==> src/rtl/regdump_pkg.sv <==
// Shared definitions for the register-file dump reader: FSM state encoding
// and the default geometry of the register bank being dumped.
package regdump_pkg;

    localparam int NUM_REGS_DEF = 32;
    localparam int ADDR_W_DEF   = 5;
    localparam int DATA_W_DEF   = 32;

    // Dump sequencer states.
    typedef enum logic [1:0] {
        IDLE = 2'd0,
        READ = 2'd1,
        HOLD = 2'd2,
        DONE = 2'd3
    } state_e;

endpackage

==> src/rtl/regfile_dump_reader_if.sv <==
// Bundle of control, bank read-port and output-stream signals of the dump
// reader. The master modport is the reader's view, the slave modport is the
// view of the surrounding logic (bank + consumer).
// Optional feature macro: REGDUMP_PARITY_EN adds out_parity.
interface regdump_if
    import regdump_pkg::*;
#(
    parameter int ADDR_W = ADDR_W_DEF,
    parameter int DATA_W = DATA_W_DEF
);
    logic              start;
    logic              abort;
    logic [ADDR_W-1:0] start_addr;
    logic [ADDR_W-1:0] end_addr;
    logic [ADDR_W-1:0] rd_addr;
    logic [DATA_W-1:0] rd_data;
    logic              out_valid;
    logic              out_ready;
    logic [DATA_W-1:0] out_data;
    logic [ADDR_W-1:0] out_addr;
    logic              out_last;
    logic              busy;
    logic              done;
`ifdef REGDUMP_PARITY_EN
    logic              out_parity;

    modport master (
        input  start, abort, start_addr, end_addr, rd_data, out_ready,
        output rd_addr, out_valid, out_data, out_addr, out_last, busy, done,
               out_parity
    );
    modport slave (
        output start, abort, start_addr, end_addr, rd_data, out_ready,
        input  rd_addr, out_valid, out_data, out_addr, out_last, busy, done,
               out_parity
    );
`else
    modport master (
        input  start, abort, start_addr, end_addr, rd_data, out_ready,
        output rd_addr, out_valid, out_data, out_addr, out_last, busy, done
    );
    modport slave (
        output start, abort, start_addr, end_addr, rd_data, out_ready,
        input  rd_addr, out_valid, out_data, out_addr, out_last, busy, done
    );
`endif
endinterface

==> src/rtl/regdump_addr_ctr.sv <==
// Loadable wrap-around address counter for the dump reader. Holds the current
// register index and the captured end index, and flags the last entry.
module regdump_addr_ctr
    import regdump_pkg::*;
#(
    parameter int NUM_REGS = NUM_REGS_DEF,
    parameter int ADDR_W   = ADDR_W_DEF
) (
    input  logic              clk,
    input  logic              rst,
    input  logic              load_i,
    input  logic [ADDR_W-1:0] load_addr_i,
    input  logic [ADDR_W-1:0] load_end_i,
    input  logic              incr_i,
    output logic [ADDR_W-1:0] cur_addr_o,
    output logic              is_last_o
);
    localparam logic [ADDR_W-1:0] TOP_ADDR = ADDR_W'(NUM_REGS - 1);

    logic [ADDR_W-1:0] cur_addr_q, cur_addr_d;
    logic [ADDR_W-1:0] end_reg_q,  end_reg_d;

    // Next-state: load wins over increment; increment wraps past the top entry.
    always_comb begin
        cur_addr_d = cur_addr_q;
        end_reg_d  = end_reg_q;
        if (load_i) begin
            cur_addr_d = load_addr_i;
            end_reg_d  = load_end_i;
        end else if (incr_i) begin
            cur_addr_d = (cur_addr_q == TOP_ADDR) ? '0 : cur_addr_q + ADDR_W'(1);
        end
    end

    // Counter and end-address registers.
    always_ff @(posedge clk or negedge rst) begin
        if (!rst) begin
            cur_addr_q <= '0;
            end_reg_q  <= '0;
        end else begin
            cur_addr_q <= cur_addr_d;
            end_reg_q  <= end_reg_d;
        end
    end

    assign cur_addr_o = cur_addr_q;
    assign is_last_o  = (cur_addr_q == end_reg_q);

endmodule

==> src/rtl/regfile_dump_reader.sv <==
// Register-file dump reader: walks start_addr..end_addr (wrapping) through the
// bank's combinational read port and streams each entry over valid/ready.
// Optional feature macro: REGDUMP_PARITY_EN adds a registered out_parity.
module regfile_dump_reader
    import regdump_pkg::*;
#(
    parameter int NUM_REGS = NUM_REGS_DEF,
    parameter int ADDR_W   = ADDR_W_DEF,
    parameter int DATA_W   = DATA_W_DEF
) (
    input  logic      clk,
    input  logic      rst,
    regdump_if.master bus
);
    state_e            state_q, state_d;
    logic              load;
    logic              incr;
    logic              capture;
    logic [ADDR_W-1:0] cur_addr;
    logic              is_last;

    logic              out_valid_q, out_valid_d;
    logic [DATA_W-1:0] out_data_q;
    logic [ADDR_W-1:0] out_addr_q;
    logic              out_last_q;

    regdump_addr_ctr #(
        .NUM_REGS (NUM_REGS),
        .ADDR_W   (ADDR_W)
    ) u_addr_ctr (
        .clk         (clk),
        .rst         (rst),
        .load_i      (load),
        .load_addr_i (bus.start_addr),
        .load_end_i  (bus.end_addr),
        .incr_i      (incr),
        .cur_addr_o  (cur_addr),
        .is_last_o   (is_last)
    );

    // Sequencer next-state and control; abort overrides everything else.
    always_comb begin
        state_d     = state_q;
        load        = 1'b0;
        incr        = 1'b0;
        capture     = 1'b0;
        out_valid_d = out_valid_q;
        if (bus.abort) begin
            state_d     = IDLE;
            out_valid_d = 1'b0;
        end else begin
            case (state_q)
                IDLE: begin
                    if (bus.start) begin
                        load    = 1'b1;
                        state_d = READ;
                    end
                end
                READ: begin
                    capture     = 1'b1;
                    out_valid_d = 1'b1;
                    state_d     = HOLD;
                end
                HOLD: begin
                    if (out_valid_q && bus.out_ready) begin
                        out_valid_d = 1'b0;
                        if (out_last_q) begin
                            state_d = DONE;
                        end else begin
                            incr    = 1'b1;
                            state_d = READ;
                        end
                    end
                end
                DONE: begin
                    state_d = IDLE;
                end
                default: begin
                    state_d = IDLE;
                end
            endcase
        end
    end

    // State register.
    always_ff @(posedge clk or negedge rst) begin
        if (!rst) begin
            state_q <= IDLE;
        end else begin
            state_q <= state_d;
        end
    end

    // Output word register: loaded in READ, held stable through HOLD.
    always_ff @(posedge clk or negedge rst) begin
        if (!rst) begin
            out_valid_q <= 1'b0;
            out_data_q  <= '0;
            out_addr_q  <= '0;
            out_last_q  <= 1'b0;
        end else begin
            out_valid_q <= out_valid_d;
            if (capture) begin
                out_data_q <= bus.rd_data;
                out_addr_q <= cur_addr;
                out_last_q <= is_last;
            end
        end
    end

`ifdef REGDUMP_PARITY_EN
    logic out_parity_q;

    // Parity of the captured word, registered alongside out_data.
    always_ff @(posedge clk or negedge rst) begin
        if (!rst) begin
            out_parity_q <= 1'b0;
        end else if (capture) begin
            out_parity_q <= ^bus.rd_data;
        end
    end

    assign bus.out_parity = out_parity_q;
`endif

    // cur_addr is itself a register, so the read address only moves on edges.
    assign bus.rd_addr   = cur_addr;
    assign bus.out_valid = out_valid_q;
    assign bus.out_data  = out_data_q;
    assign bus.out_addr  = out_addr_q;
    assign bus.out_last  = out_last_q;
    assign bus.busy      = (state_q != IDLE);
    assign bus.done      = (state_q == DONE);

endmodule
==> src/flat_wrapper.sv <==
// flat-port wrapper written by rule: the top's interface ports become plain ports
module regfile_dump_reader_flat import regdump_pkg::*;
#(
    parameter int NUM_REGS = NUM_REGS_DEF,
    parameter int ADDR_W   = ADDR_W_DEF,
    parameter int DATA_W   = DATA_W_DEF
)
  (clk, rst, bus_start, bus_abort, bus_start_addr, bus_end_addr, bus_rd_data, bus_out_ready, bus_rd_addr, bus_out_valid, bus_out_data, bus_out_addr, bus_out_last, bus_busy, bus_done);
  regdump_if #(.ADDR_W(ADDR_W), .DATA_W(DATA_W)) bus_i ();
  input  logic clk;
  input  logic rst;
  input wire logic [$bits(bus_i.start)-1:0] bus_start;
  input wire logic [$bits(bus_i.abort)-1:0] bus_abort;
  input wire logic [$bits(bus_i.start_addr)-1:0] bus_start_addr;
  input wire logic [$bits(bus_i.end_addr)-1:0] bus_end_addr;
  input wire logic [$bits(bus_i.rd_data)-1:0] bus_rd_data;
  input wire logic [$bits(bus_i.out_ready)-1:0] bus_out_ready;
  output wire logic [$bits(bus_i.rd_addr)-1:0] bus_rd_addr;
  output wire logic [$bits(bus_i.out_valid)-1:0] bus_out_valid;
  output wire logic [$bits(bus_i.out_data)-1:0] bus_out_data;
  output wire logic [$bits(bus_i.out_addr)-1:0] bus_out_addr;
  output wire logic [$bits(bus_i.out_last)-1:0] bus_out_last;
  output wire logic [$bits(bus_i.busy)-1:0] bus_busy;
  output wire logic [$bits(bus_i.done)-1:0] bus_done;
  assign bus_i.start = bus_start;
  assign bus_i.abort = bus_abort;
  assign bus_i.start_addr = bus_start_addr;
  assign bus_i.end_addr = bus_end_addr;
  assign bus_i.rd_data = bus_rd_data;
  assign bus_i.out_ready = bus_out_ready;
  assign bus_rd_addr = bus_i.rd_addr;
  assign bus_out_valid = bus_i.out_valid;
  assign bus_out_data = bus_i.out_data;
  assign bus_out_addr = bus_i.out_addr;
  assign bus_out_last = bus_i.out_last;
  assign bus_busy = bus_i.busy;
  assign bus_done = bus_i.done;
  regfile_dump_reader #(.NUM_REGS(NUM_REGS), .ADDR_W(ADDR_W), .DATA_W(DATA_W)) u_core (.clk(clk), .rst(rst), .bus(bus_i));
endmodule
==> config.mk <==
export PLATFORM = sky130hd
export DESIGN_NAME = regfile_dump_reader_flat
export DESIGN_NICKNAME = d
export VERILOG_FILES = /design/src/rtl/regdump_pkg.sv /design/src/rtl/regfile_dump_reader_if.sv /design/src/rtl/regdump_addr_ctr.sv /design/src/rtl/regfile_dump_reader.sv /design/src/flat_wrapper.sv
export SDC_FILE = /design/constraint.sdc
export NUM_CORES = 1
export LEC_CHECK = 0
export CAP_MARGIN = 20
export CORE_MARGIN = 3
export CORE_UTILIZATION = 42
export DETAILED_ROUTE_END_ITERATION = 16
export PLACE_DENSITY = 0.8
export SETUP_SLACK_MARGIN = 0.3
export SYNTH_ARGS = -nofsm -noshare
export SYNTH_HDL_FRONTEND = slang
export SYNTH_SLANG_ARGS = --single-unit
==> constraint.sdc <==
create_clock -name clk -period 2.4 [get_ports clk]
set_input_delay 0.24 -clock clk [delete_from_list [all_inputs] [get_ports clk]]
set_output_delay 0.24 -clock clk [all_outputs]
set_load 0.01 [all_outputs]
* Word level (Yosys, flattened, before mapping)
Index checks and enable logic that the tools add are counted.
Cells by class: add/subtract/negate cells 1, eq/ne operators 7, multiplexer cells 20, reductions and logical operators 7
Operators with widths (number):
- 2-to-1 mux 5 bit | 3
- 2-to-1 mux 1 bit | 11
- 2-to-1 mux 2 bit | 4
- one-hot mux 2 bit (4 select lines) | 1
- adder 5 x 1 -> 5 bit, second input constant | 1
- == test 5 bit | 1
- == test 5 bit, second input constant | 1
- == test 2 bit, second input constant | 2
- AND reduction 2 bit | 2
- nonzero test 2 bit | 2
- inequality test 3 x 2 -> 1 bit, second input constant | 1
- inequality test 3 bit, second input constant | 1
- nonzero test 3 bit | 1
- == test 2 x 1 -> 1 bit, second input constant | 1
- logical NOT 2 bit | 1
- one-hot mux 1 bit (2 select lines) | 1
- logical AND 1 bit | 1
Word-level totals: register bits after elaboration 51, input bits 47, output and inout bits 46, word-level logic and storage cells 42

* Depth between registers and ports, before layout
Gate-level depths: netlist (run 1).
word-level depth 6, depth in mapped cells 6, mapped depth without buffers 6

* Cells and area by module
A second synthesis (run 1) with hierarchy kept.
Second synthesis, totals: cells, all modules 147, area total of the unflattened synthesis 2130.8 um^2
By module, submodules not included:
- regfile_dump_reader | instances 1, cells each 98, area an instance 1602.8 um^2, seq. area each 1026.0 um^2
- regdump_addr_ctr | instances 1, cells each 49, area an instance 528.0 um^2, seq. area each 250.2 um^2

* Worst setup path before layout (run 1)
OpenSTA, ideal clock, no wires.
path kind register -> register, from reg u_core.u_addr_ctr.cur_addr_q[0] (netlist: u_core.u_addr_ctr.cur_addr_o[0]), to reg u_core.u_addr_ctr.cur_addr_q[1] (netlist: u_core.u_addr_ctr.cur_addr_o[1]), library setup time 82 ps, data arrival time 1750 ps, data required time 2318 ps, slack 568 ps, cell stages (with the launch flop) 6, path buffers 0, clock period less this slack 1832 ps, cell sequence dfrtp_1 -> ha_1 -> and3_1 -> ha_1 -> or4_1 -> a31oi_1
Between the ends: cells in the longest elaborated chain, start to end 4, elaborated cells between the ends (all ways) 5, classes of those cells add/sub (1); eq/ne (1); mux (3)
RTL lines:
- start, declared | RTL line regdump_addr_ctr.sv:20 | logic [ADDR_W-1:0] cur_addr_q, cur_addr_d;
- start signal, assigned | RTL line regdump_addr_ctr.sv:41 | cur_addr_q <= cur_addr_d;
- adder 5 x 1 -> 5 bit or == test 5 bit (tied branches) | RTL line regdump_addr_ctr.sv:31 | cur_addr_d = (cur_addr_q == TOP_ADDR) ? '0 : cur_addr_q + ADDR_W'(1);
- 2-to-1 mux 5 bit (*) | RTL line regdump_addr_ctr.sv:31
- 2-to-1 mux 5 bit (*) | RTL line regdump_addr_ctr.sv:30 | end else if (incr_i) begin
- 2-to-1 mux 5 bit (*) | RTL line regdump_addr_ctr.sv:27 | if (load_i) begin
Every way passes the cells marked *; elsewhere a longest branch is shown, timed or not. The select of a mux whose other input is x is not followed. A chain may end at the register's enable or synchronous reset.

* Worst setup path after layout (run 1)
from reg u_core.u_addr_ctr.cur_addr_q[1] (netlist: u_core.u_addr_ctr.cur_addr_o[1]), to reg u_core.u_addr_ctr.cur_addr_q[1] (netlist: u_core.u_addr_ctr.cur_addr_o[1])
Same word-level chain as after synthesis.

==> results of run 1 <==
flip-flops by register name, summed over array words and instances, names as in the netlist:
name and flops:
u_core.bus.out_last 1, u_core.u_addr_ctr.cur_addr_o 5, u_core.state_q 2, u_core.u_addr_ctr.end_reg_q 5, u_core.bus.out_valid 1, u_core.bus.out_data 32, u_core.bus.out_addr 5
cell families after synthesis:
kind of cell,after synthesis,share of synthesized area
fa+ha+maj,2,0.0117
buf+inv,12,0.0256
xor+xnor,5,0.0204
simple gates,43,0.107
compound gates,15,0.0466
mux,37,0.194
flops,51,0.594
cell type report:
class	count	area (µm²)	share of cell area
Clock buffer	6	82.6	0.0252
Clock inverter	2	38.8	0.0119
Inverter	3	11.3	0.00344
Multi-Input combinational cell	102	821	0.251
Sequential cell	51	1280	0.390
Tap cell	67	83.8	0.0256
Timing Repair Buffer	96	958	0.293
path summary, 6_finish.rpt:
path,start,endpoint,slack (ps),cells after the start
setup / recovery,u_core.u_addr_ctr.cur_addr_o[1],u_core.u_addr_ctr.cur_addr_o[1],410,5
hold / removal,rst,u_core.bus.out_data[23],20,2
setup reg to reg,u_core.u_addr_ctr.cur_addr_o[1],u_core.u_addr_ctr.cur_addr_o[1],410,5
hold reg to reg,u_core.u_addr_ctr.end_reg_q[4],u_core.u_addr_ctr.end_reg_q[4],500,2
max in group asynchronous,rst,u_core.u_addr_ctr.cur_addr_o[0],1910,2
min in group clk,bus_end_addr[3],u_core.u_addr_ctr.end_reg_q[3],450,3
cell usage after synthesis, types with 2 or more instances:
cell type / count
a31oi_1: 6
and2b_1: 2
buf_2: 5
clkbuf_1: 3
dfrtp_1: 51
ha_1: 2
inv_1: 3
mux2_2: 37
nand2_1: 15
nand3_1: 2
nor2_1: 7
nor3_1: 2
o21ai_0: 2
o31ai_1: 2
or4_1: 4
xnor2_1: 5
power breakdown:
| part | internal (mW) | switching (mW) | total, mW |
|---|---|---|---|
| Sequential | 1.10 | 0.152 | 1.25 |
| Combinational | 0.656 | 0.358 | 1.01 |
| Clock | 0.343 | 0.288 | 0.631 |
worst max-delay path, delay by kind of cell (launching register included):
kind / cells / cell delay, ps
compound gates: 1 / 190
fa+ha+maj: 2 / 500
flops: 1 / 490
simple gates: 2 / 730
repair_timing:
| item | 4_1_cts | 5_1_grt |
|---|---|---|
| setup endpoints to repair | 0 | 1 |
| resized for setup | 0 | 1 |
| buffers inserted | 0 | 0 |
layer usage:
layer | GRT usage | routed length (µm) | up-vias
met2 | 0.282 | 2380 | 64
met3 | 0.0615 | 367 | 9
met1 | 0.231 | 2060 | 780
met4 | 0.0552 | 95 | 0
met5 | 0 | 0 | -
li1 | - | - | 770
==> run_results.csv, run 1 <==
group,metric,value,unit
outcome,outcome,"completed",
clocking,cts_tree,"yes",
grt,overflow,0,
synth,netlist_area,0.00215,mm²
grt,grt_pass1_wl,8350,µm
setup_path,cp_max_fo,7,
placed_design,dpl_cell_area,0.00315,mm²
die,rows,25,
routing,drtPass1Iterations,4,
die,dieArea,0.00601,mm²
grt,grt_max_degree,52,
power_and_ir_drop,ir_worst_vdd,0.000539,V
setup_path,start_kind,"register",
grt,antenna_found_initial,0,
synth,ys_ff_latch,51,
placed_design,dp.cells,319,
power_and_ir_drop,totalPowerFinal,2.89,mW
die,die_width,77.5,µm
placed_design,place_worst_setup_slack,322,ps
placed_design,globalplace.congestion,0.742,
final_layout,drive_gt1_frac,0.204,
timing,skew,6.05,ps
power_and_ir_drop,p_leak,1.36,nW
final_layout,nFillCells,391,
timing,hold_slack,20.9,ps
grt,grt_pass1_vias,1639,
final_layout,finalNetCount,308,
timing,finalHoldViolations,0,
timing,timing.setup.tns,0,ps
final_layout,fin_area,0.00327,mm²
synth,async_flop_share,1.00,
flow_run,max_cap_viol_count,0,
clocking,cts_buffer_depth,2,
clocking,numCtsBuffers,5,
final_layout,utilization,0.679,
final_layout,mostFrequentLayoutCells,"clkdlybuf4s50_1, dfrtp_1, mux2_2, nand2_1, nor2_1",
setup_path,crit_arrival,2220,ps
placed_design,dp_hpwl,3600,µm
timing,max_slew_margin,0.577,
clocking,ctsHoldBuffers,0,
timing,worst_pin_slew,635,ps
synth,synth_ff_type,"dfrtp_1",
clocking,cts_root_buf,"clkbuf_8",
synth,synth_top_area_share,0.594,
clocking,clkTransAtPathRegs,90,ps
setup_path,cpMostUsedCell,"ha_1",
timing,drv_slew,0,
routing,wire_per_inst,15.0,µm
final_layout,diodes,0,
synth,yosys-top-cells-area,"dfrtp_1, mux2_2, nand2_1, xnor2_1, a31oi_1",
final_layout,final_common_cell,"clkdlybuf4s50_1",
synth,synth_area_leader_cell,"dfrtp_1",
die,core_area,0.00482,mm²
routing,via_per_inst,4.96,
routing,vias,1623,
synth,syn_nets,214,
grt,track_usage,0.178,
hold_path,hp-class,"primary input to asynchronous set/reset pin",
routing,drt_first_iter_violations,59,
die,start_util,0.446,
routing,drc,0,
timing,setup_viol,0,
timing,rsz0062_at_grt,"no",
clocking,cts-htree-levels,2,
setup_path,end_kind,"register",
timing,fin_ws,411,ps
synth,seq_area_frac_synth,0.594,
final_layout,instances_no_fill,327,
timing,fmax,503,MHz
synth,synth_edf_count,0,
setup_path,crit_type,"register to register",
synth,avgSynthCellArea,13.0,µm²
final_layout,syn_to_final_growth,52.4,%
timing,fin_crit,1990,ps
power_and_ir_drop,power_density,884,mW/mm²
routing,final_antenna_net_count,0,
setup_path,cp.required,2630,ps
setup_path,slowest_delay,530,ps
die,die_h,77.5,µm
placed_design,io_buffers,92,
clocking,cts_sinks,51,
die,io_pins,93,
synth,postSynthCellCount,165,
timing,post-route-period-util,0.829,
routing,routed_wl,4900,µm
clocking,worst_skew_pair.late_latency,310,ps
setup_path,path_cells,"ha_1, and3_1, ha_1, or4_1, a31oi_1",
synth,synth.distinct_cells,33,
setup_path,critPathSlowestCell,"or4_1",
synth,yosysWarningCount,0,
(Power assumes the default switching activity.)
==> run 2: changes to the inputs <==
Settings changed: CORE_UTILIZATION 42 to 38, PLACE_DENSITY 0.8 to 0.76.
Clock period 2.4 ns to 1.67 ns, I/O delays scaled along.
==> run 2 against run 1 <==
Against the previous run: critical path depth is the same; core utilization grew 11 points; combinational power grew 82%; via count grew 13%; power grew 55%; sequential power grew 42%; final cell count grew 13%; first-iteration DRC count shrank 5.1%; setup slack lost 390 ps; register-to-register slack lost 390 ps; die area grew 9.7%; final area grew 27%.
==> run_results.csv, run 2 (synthesis gave the netlist of run 1 again) <==
group,metric,value,unit
setup_path,end_kind,"register",
timing,worst_pin_slew,549,ps
timing,post-route-period-util,0.988,
grt,grt_use_met2,0.319,
hold_path,hp-class,"primary input to asynchronous set/reset pin",
final_layout,register_area,0.00128,mm²
timing,fmax,606,MHz
setup_path,cp.required,1890,ps
grt,track_usage,0.190,
power_and_ir_drop,power_density,1080,mW/mm²
grt,grt_use_met3,0.0510,
setup_path,reg2regPathDepth,5,
placed_design,globalplace.congestion,0.751,
outcome,outcome,"completed",
timing,drv_slew,0,
routing,via_per_inst,4.94,
setup_path,crit_arrival,1870,ps
grt,grtUsageMet1,0.255,
clocking,numCtsBuffers,5,
die,die_width,81.2,µm
clocking,cts-htree-levels,2,
placed_design,dp_hpwl,3840,µm
clocking,clkTransAtPathRegs,90,ps
timing,max_slew_margin,0.634,
setup_path,reg2reg_from,"u_core.u_addr_ctr.cur_addr_o[0]",
setup_path,r2r-end,"u_core.u_addr_ctr.cur_addr_o[1]",
clocking,worst_skew_pair.late_latency,300,ps
setup_path,startpoint,"u_core.u_addr_ctr.cur_addr_o[0]",
die,start_util,0.407,
timing,rsz0062_at_grt,"yes",
final_layout,largest_register_ffs,32,
power_and_ir_drop,ir_worst_vdd,0.000682,V
setup_path,start_kind,"register",
timing,finalHoldViolations,0,
clocking,cts_tree,"yes",
routing,routed_wl,6420,µm
routing,drt_first_iter_violations,56,
timing,fin_ws,19.3,ps
final_layout,final_common_cell,"dfrtp_1",
timing,setup_viol,0,
routing,final_antenna_net_count,0,
grt,antenna_found_initial,0,
die,io_pins,93,
final_layout,mostFrequentLayoutCells,"dfrtp_1, clkdlybuf4s50_1, mux2_4, dlymetal6s2s_1, dlygate4sd2_1",
placed_design,dpl_cell_area,0.00336,mm²
power_and_ir_drop,p_leak,2.04,nW
final_layout,diodes,0,
setup_path,regToRegSetupSlack,20,ps
final_layout,syn_to_final_growth,93.8,%
clocking,cts_root_buf,"clkbuf_8",
routing,vias,1834,
clocking,cts_buffer_depth,2,
grt,overflow,0,
clocking,cts_sinks,51,
setup_path,crit_type,"register to register",
routing,drc,0,
final_layout,multiInputGateArea,0.00111,mm²
timing,fin_crit,1650,ps
routing,drtPass1Iterations,4,
grt,top_usage_layer,"met2",
die,rows,26,
grt,grt_pass1_vias,1869,
die,die_h,81.2,µm
timing,skew,6.23,ps
setup_path,crit_end,"u_core.u_addr_ctr.cur_addr_o[1]",
die,core_area,0.00527,mm²
grt,grt_pass1_wl,9530,µm
routing,wire_per_inst,17.3,µm
final_layout,nFillCells,323,
flow_run,max_cap_viol_count,0,
placed_design,place_worst_setup_slack,-187,ps
grt,grt_max_degree,24,
placed_design,io_buffers,92,
die,dieArea,0.00659,mm²
final_layout,finalNetCount,349,
final_layout,drive_gt1_frac,0.402,
setup_path,cp_max_fo,5,
final_layout,fin_area,0.00416,mm²
==> run 2: changes by cell type in the layout (fill, tap and decap cells not counted), sizes merged <==
cell           change
buf               +42
inv                -1
clkbuf             +1
dlygate4sd3        +1
clkdlybuf4s15      +2
dlygate4sd2       +21
clkdlybuf4s50     -46
dlymetal6s2s      +21
==> run 2: worst max-delay path, stage by stage, from the launching register on <==
cell and delay [ps]:
dfrtp_2 430, ha_4 160, and3_4 150, ha_4 170, or4_4 500, a31oi_1 160
==> run 2: worst min path at each step <==
stage	start	endpoint	slack, ps	cells past startpoint
5_1_grt	bus_end_addr[1]	u_core.u_addr_ctr.end_reg_q[1]	410	3
4_1_cts	bus_end_addr[1]	u_core.u_addr_ctr.end_reg_q[1]	390	3
3_5_place_dp	rst	u_core.bus.out_data[7]	190	1
6_report	rst	u_core.u_addr_ctr.cur_addr_o[0]	390	2
2_1_floorplan	rst	u_core.bus.out_addr[0]	-130	0
3_3_place_gp	rst	u_core.bus.out_data[8]	180	1
==> run 2: final cells by class <==
class                      count  area share
inverter                       3     0.00271
clock inverter                 1     0.00722
timing repair buffer         137       0.376
sequential                    51       0.307
multi-input combinational    102       0.268
clock buffer                   7      0.0183
tap                           70      0.0210
==> run 2: through the flow <==
stage,instances,TNS [ps],hold WS (ps),utilization,power (mW)
after floorplan,165,-15.4,-129,-,2.45
after global placement,338,-2920,184,0.638,3.38
after detailed placement,338,-3530,189,0.638,3.43
after CTS,367,0,391,0.739,4.37
after global routing,371,-518,413,0.790,4.72
final,371,0,388,0.790,4.48
==> run 2: routing by layer <==
layer  vias up  wire length (µm)
met1       887              2680
met3         8               561
li1        856                 -
met5         -                 0
met2        83              3150
met4         0                38
==> run 2: timing repair <==
item                       in CTS  in global routing
buffers inserted               13                  4
cloned                          7                  0
hold buffers                    1                  0
resized for setup              69                 69
setup endpoints to repair      73                 72
hold endpoints to repair       21                  0
pin swaps                      12                 22
==> run 2: where the power goes <==
part	switching (mW)	total (mW)	internal [mW]
sequential	0.206	1.78	1.58
clock	0.404	0.853	0.449
combinational	0.673	1.84	1.17
==> run 3: changes to the inputs <==
Settings changed: CORE_UTILIZATION 38 to 42, PLACE_DENSITY 0.76 to 0.8.
Clock period 1.67 ns to 1.6 ns, I/O delays scaled along.
==> run 3 against run 2 <==
Against the previous run: the run now ends with negative setup slack left; fmax increased by 0.75%; power decreased by 1.9%; critical path depth decreased by 2; largest cell class unchanged; highest routed layer unchanged.
==> run_results.csv, run 3 (synthesis gave the netlist of run 1 again) <==
group,metric,value,unit
final_layout,fin_area,0.00386,mm²
placed_design,dp_hpwl,4180,µm
timing,fin_crit,1640,ps
power_and_ir_drop,power_density,1140,mW/mm²
die,start_util,0.446,
routing,via_per_inst,5.00,
placed_design,dpl_cell_area,0.00343,mm²
setup_path,slowest_delay,520,ps
clocking,worst_skew_pair.late_latency,300,ps
clocking,numCtsBuffers,5,
power_and_ir_drop,p_clk_frac,0.165,
final_layout,mostFrequentLayoutCells,"dfrtp_1, clkdlybuf4s50_1, dlygate4sd2_1, mux2_4, buf_4",
final_layout,drive_gt1_frac,0.376,
grt,antenna_found_initial,0,
clocking,clkTransAtPathRegs,90,ps
grt,grt_use_met2,0.397,
routing,routed_wl,6650,µm
grt,top_usage_layer,"met2",
clocking,cts_tree,"yes",
placed_design,globalplace.congestion,0.779,
setup_path,crit_arrival,1850,ps
grt,grt_pass1_wl,10400,µm
setup_path,cp_max_fo,6,
final_layout,finalNetCount,343,
timing,setup_viol,3,
timing,post-route-period-util,1.02,
timing,hold_slack,336,ps
grt,grt_use_met3,0.0580,
routing,drtPass1Iterations,6,
die,die_width,77.5,µm
timing,finalHoldViolations,0,
final_layout,final_common_cell,"dfrtp_1",
setup_path,critPathSlowestCell,"or4_1",
setup_path,cp.required,1820,ps
grt,track_usage,0.228,
setup_path,start_kind,"register",
power_and_ir_drop,internal-power,3.05,mW
grt,grtUsageMet1,0.273,
timing,timing.setup.tns,-64.7,ps
grt,overflow,0,
power_and_ir_drop,ir_worst_vdd,0.000767,V
timing,skew,12.6,ps
clocking,cts_buffer_depth,2,
routing,drc,0,
timing,drv_slew,0,
power_and_ir_drop,pwr-share-seq,0.425,
clocking,cts_sinks,51,
final_layout,largest_register_ffs,32,
clocking,cts-htree-levels,2,
routing,drt_first_iter_violations,43,
grt,grt_pass1_vias,1946,
die,core_area,0.00482,mm²
timing,worst_pin_slew,439,ps
setup_path,path_cells,"or3b_4, or4_1, a31oi_1",
power_and_ir_drop,p_leak,1.77,nW
final_layout,diodes,0,
power_and_ir_drop,p_comb_frac,0.411,
grt,grt_max_degree,34,
timing,fmax,610,MHz
power_and_ir_drop,swShare,0.305,
flow_run,max_cap_viol_count,0,
timing,rsz0062_at_grt,"yes",
placed_design,place_worst_setup_slack,-245,ps
die,die_h,77.5,µm
setup_path,end_kind,"register",
setup_path,crit_type,"register to register",
outcome,violations,"negative setup slack",
die,io_pins,93,
routing,wire_per_inst,18.4,µm
outcome,outcome,"complete, but fails checks",
timing,max_slew_margin,0.707,
routing,vias,1809,
timing,fin_ws,-38.4,ps
clocking,cts_root_buf,"clkbuf_8",
die,dieArea,0.00601,mm²
final_layout,syn_to_final_growth,79.8,%
placed_design,io_buffers,92,
power_and_ir_drop,power.switching,1.34,mW
hold_path,hp-class,"primary input to asynchronous set/reset pin",
routing,final_antenna_net_count,0,
die,rows,25,
## run 3: changes by cell type in the layout (fill, tap and decap cells not counted), moves of 3 or more
| cell | change |
|---|---|
| buf_6 | +3 |
| dlymetal6s2s_1 | -21 |
| buf_12 | -3 |
| buf_16 | -4 |
| dlygate4sd2_1 | +18 |
| nand2_1 | +8 |
| nand2_2 | -3 |
| nand2_4 | -5 |
## run 3: power groups by stage
stage,registers [mW],clock network [mW],logic (mW)
final,1.87,0.723,1.80
after global routing,1.92,0.796,1.92
after CTS,1.85,0.739,1.74
after detailed placement,1.88,0,1.81
after global placement,1.86,0,1.78
after floorplan,2.05,0,0.624
## run 3: path summary, 6_finish.rpt
kind,start,end,slack [ps],cells after the start
worst max-delay path,u_core.state_q[0],u_core.u_addr_ctr.cur_addr_o[0],-40,3
worst min-delay path,rst,u_core.bus.out_data[22],340,2
worst max register to register,u_core.state_q[0],u_core.u_addr_ctr.cur_addr_o[0],-40,3
worst min register to register,u_core.bus.out_data[30],u_core.bus.out_data[30],510,1
max in group asynchronous,rst,u_core.u_addr_ctr.cur_addr_o[1],720,3
min in group clk,bus_end_addr[4],u_core.u_addr_ctr.end_reg_q[4],370,3
## run 3: worst max-delay path, delay by kind of cell, from the launching register on
family	cells	cell delay, ps
AOI/OAI and AO/OA	1	180
and+or+nand+nor	2	960
DFF	1	410
## run 3: timing repair
action	CTS	global route
hold buffers	1	0
gates cloned	5	0
pin swaps	11	10
endpoints found under the hold margin	18	0
endpoints found under the setup margin	94	56
gates resized for setup	95	20
setup buffers	8	5
## run 3: per-stage QoR
stage / cells / power, mW / utilization
after floorplan: 165 / 2.67 / -
after global placement: 335 / 3.64 / 0.711
after detailed placement: 335 / 3.70 / 0.711
after CTS: 357 / 4.33 / 0.781
after global routing: 362 / 4.64 / 0.801
final: 362 / 4.39 / 0.801
## run 3: area by class of cell
type,instances,area [µm²]
clock buffer,7,76.3
clock inverter,1,5.00
multi-input combinational,102,1080
tap,67,83.8
sequential,51,1280
timing repair buffer,131,1330
inverter,3,11.3
fill,304,957
## run 3: routing by layer
metal | vias to the layer above | wire [µm] | share of wire
met4 | 0 | 120 | 0.018
li1 | 845 | - | -
met3 | 8 | 285 | 0.043
met5 | - | 0 | 0
met2 | 59 | 3550 | 0.53
met1 | 897 | 2700 | 0.41
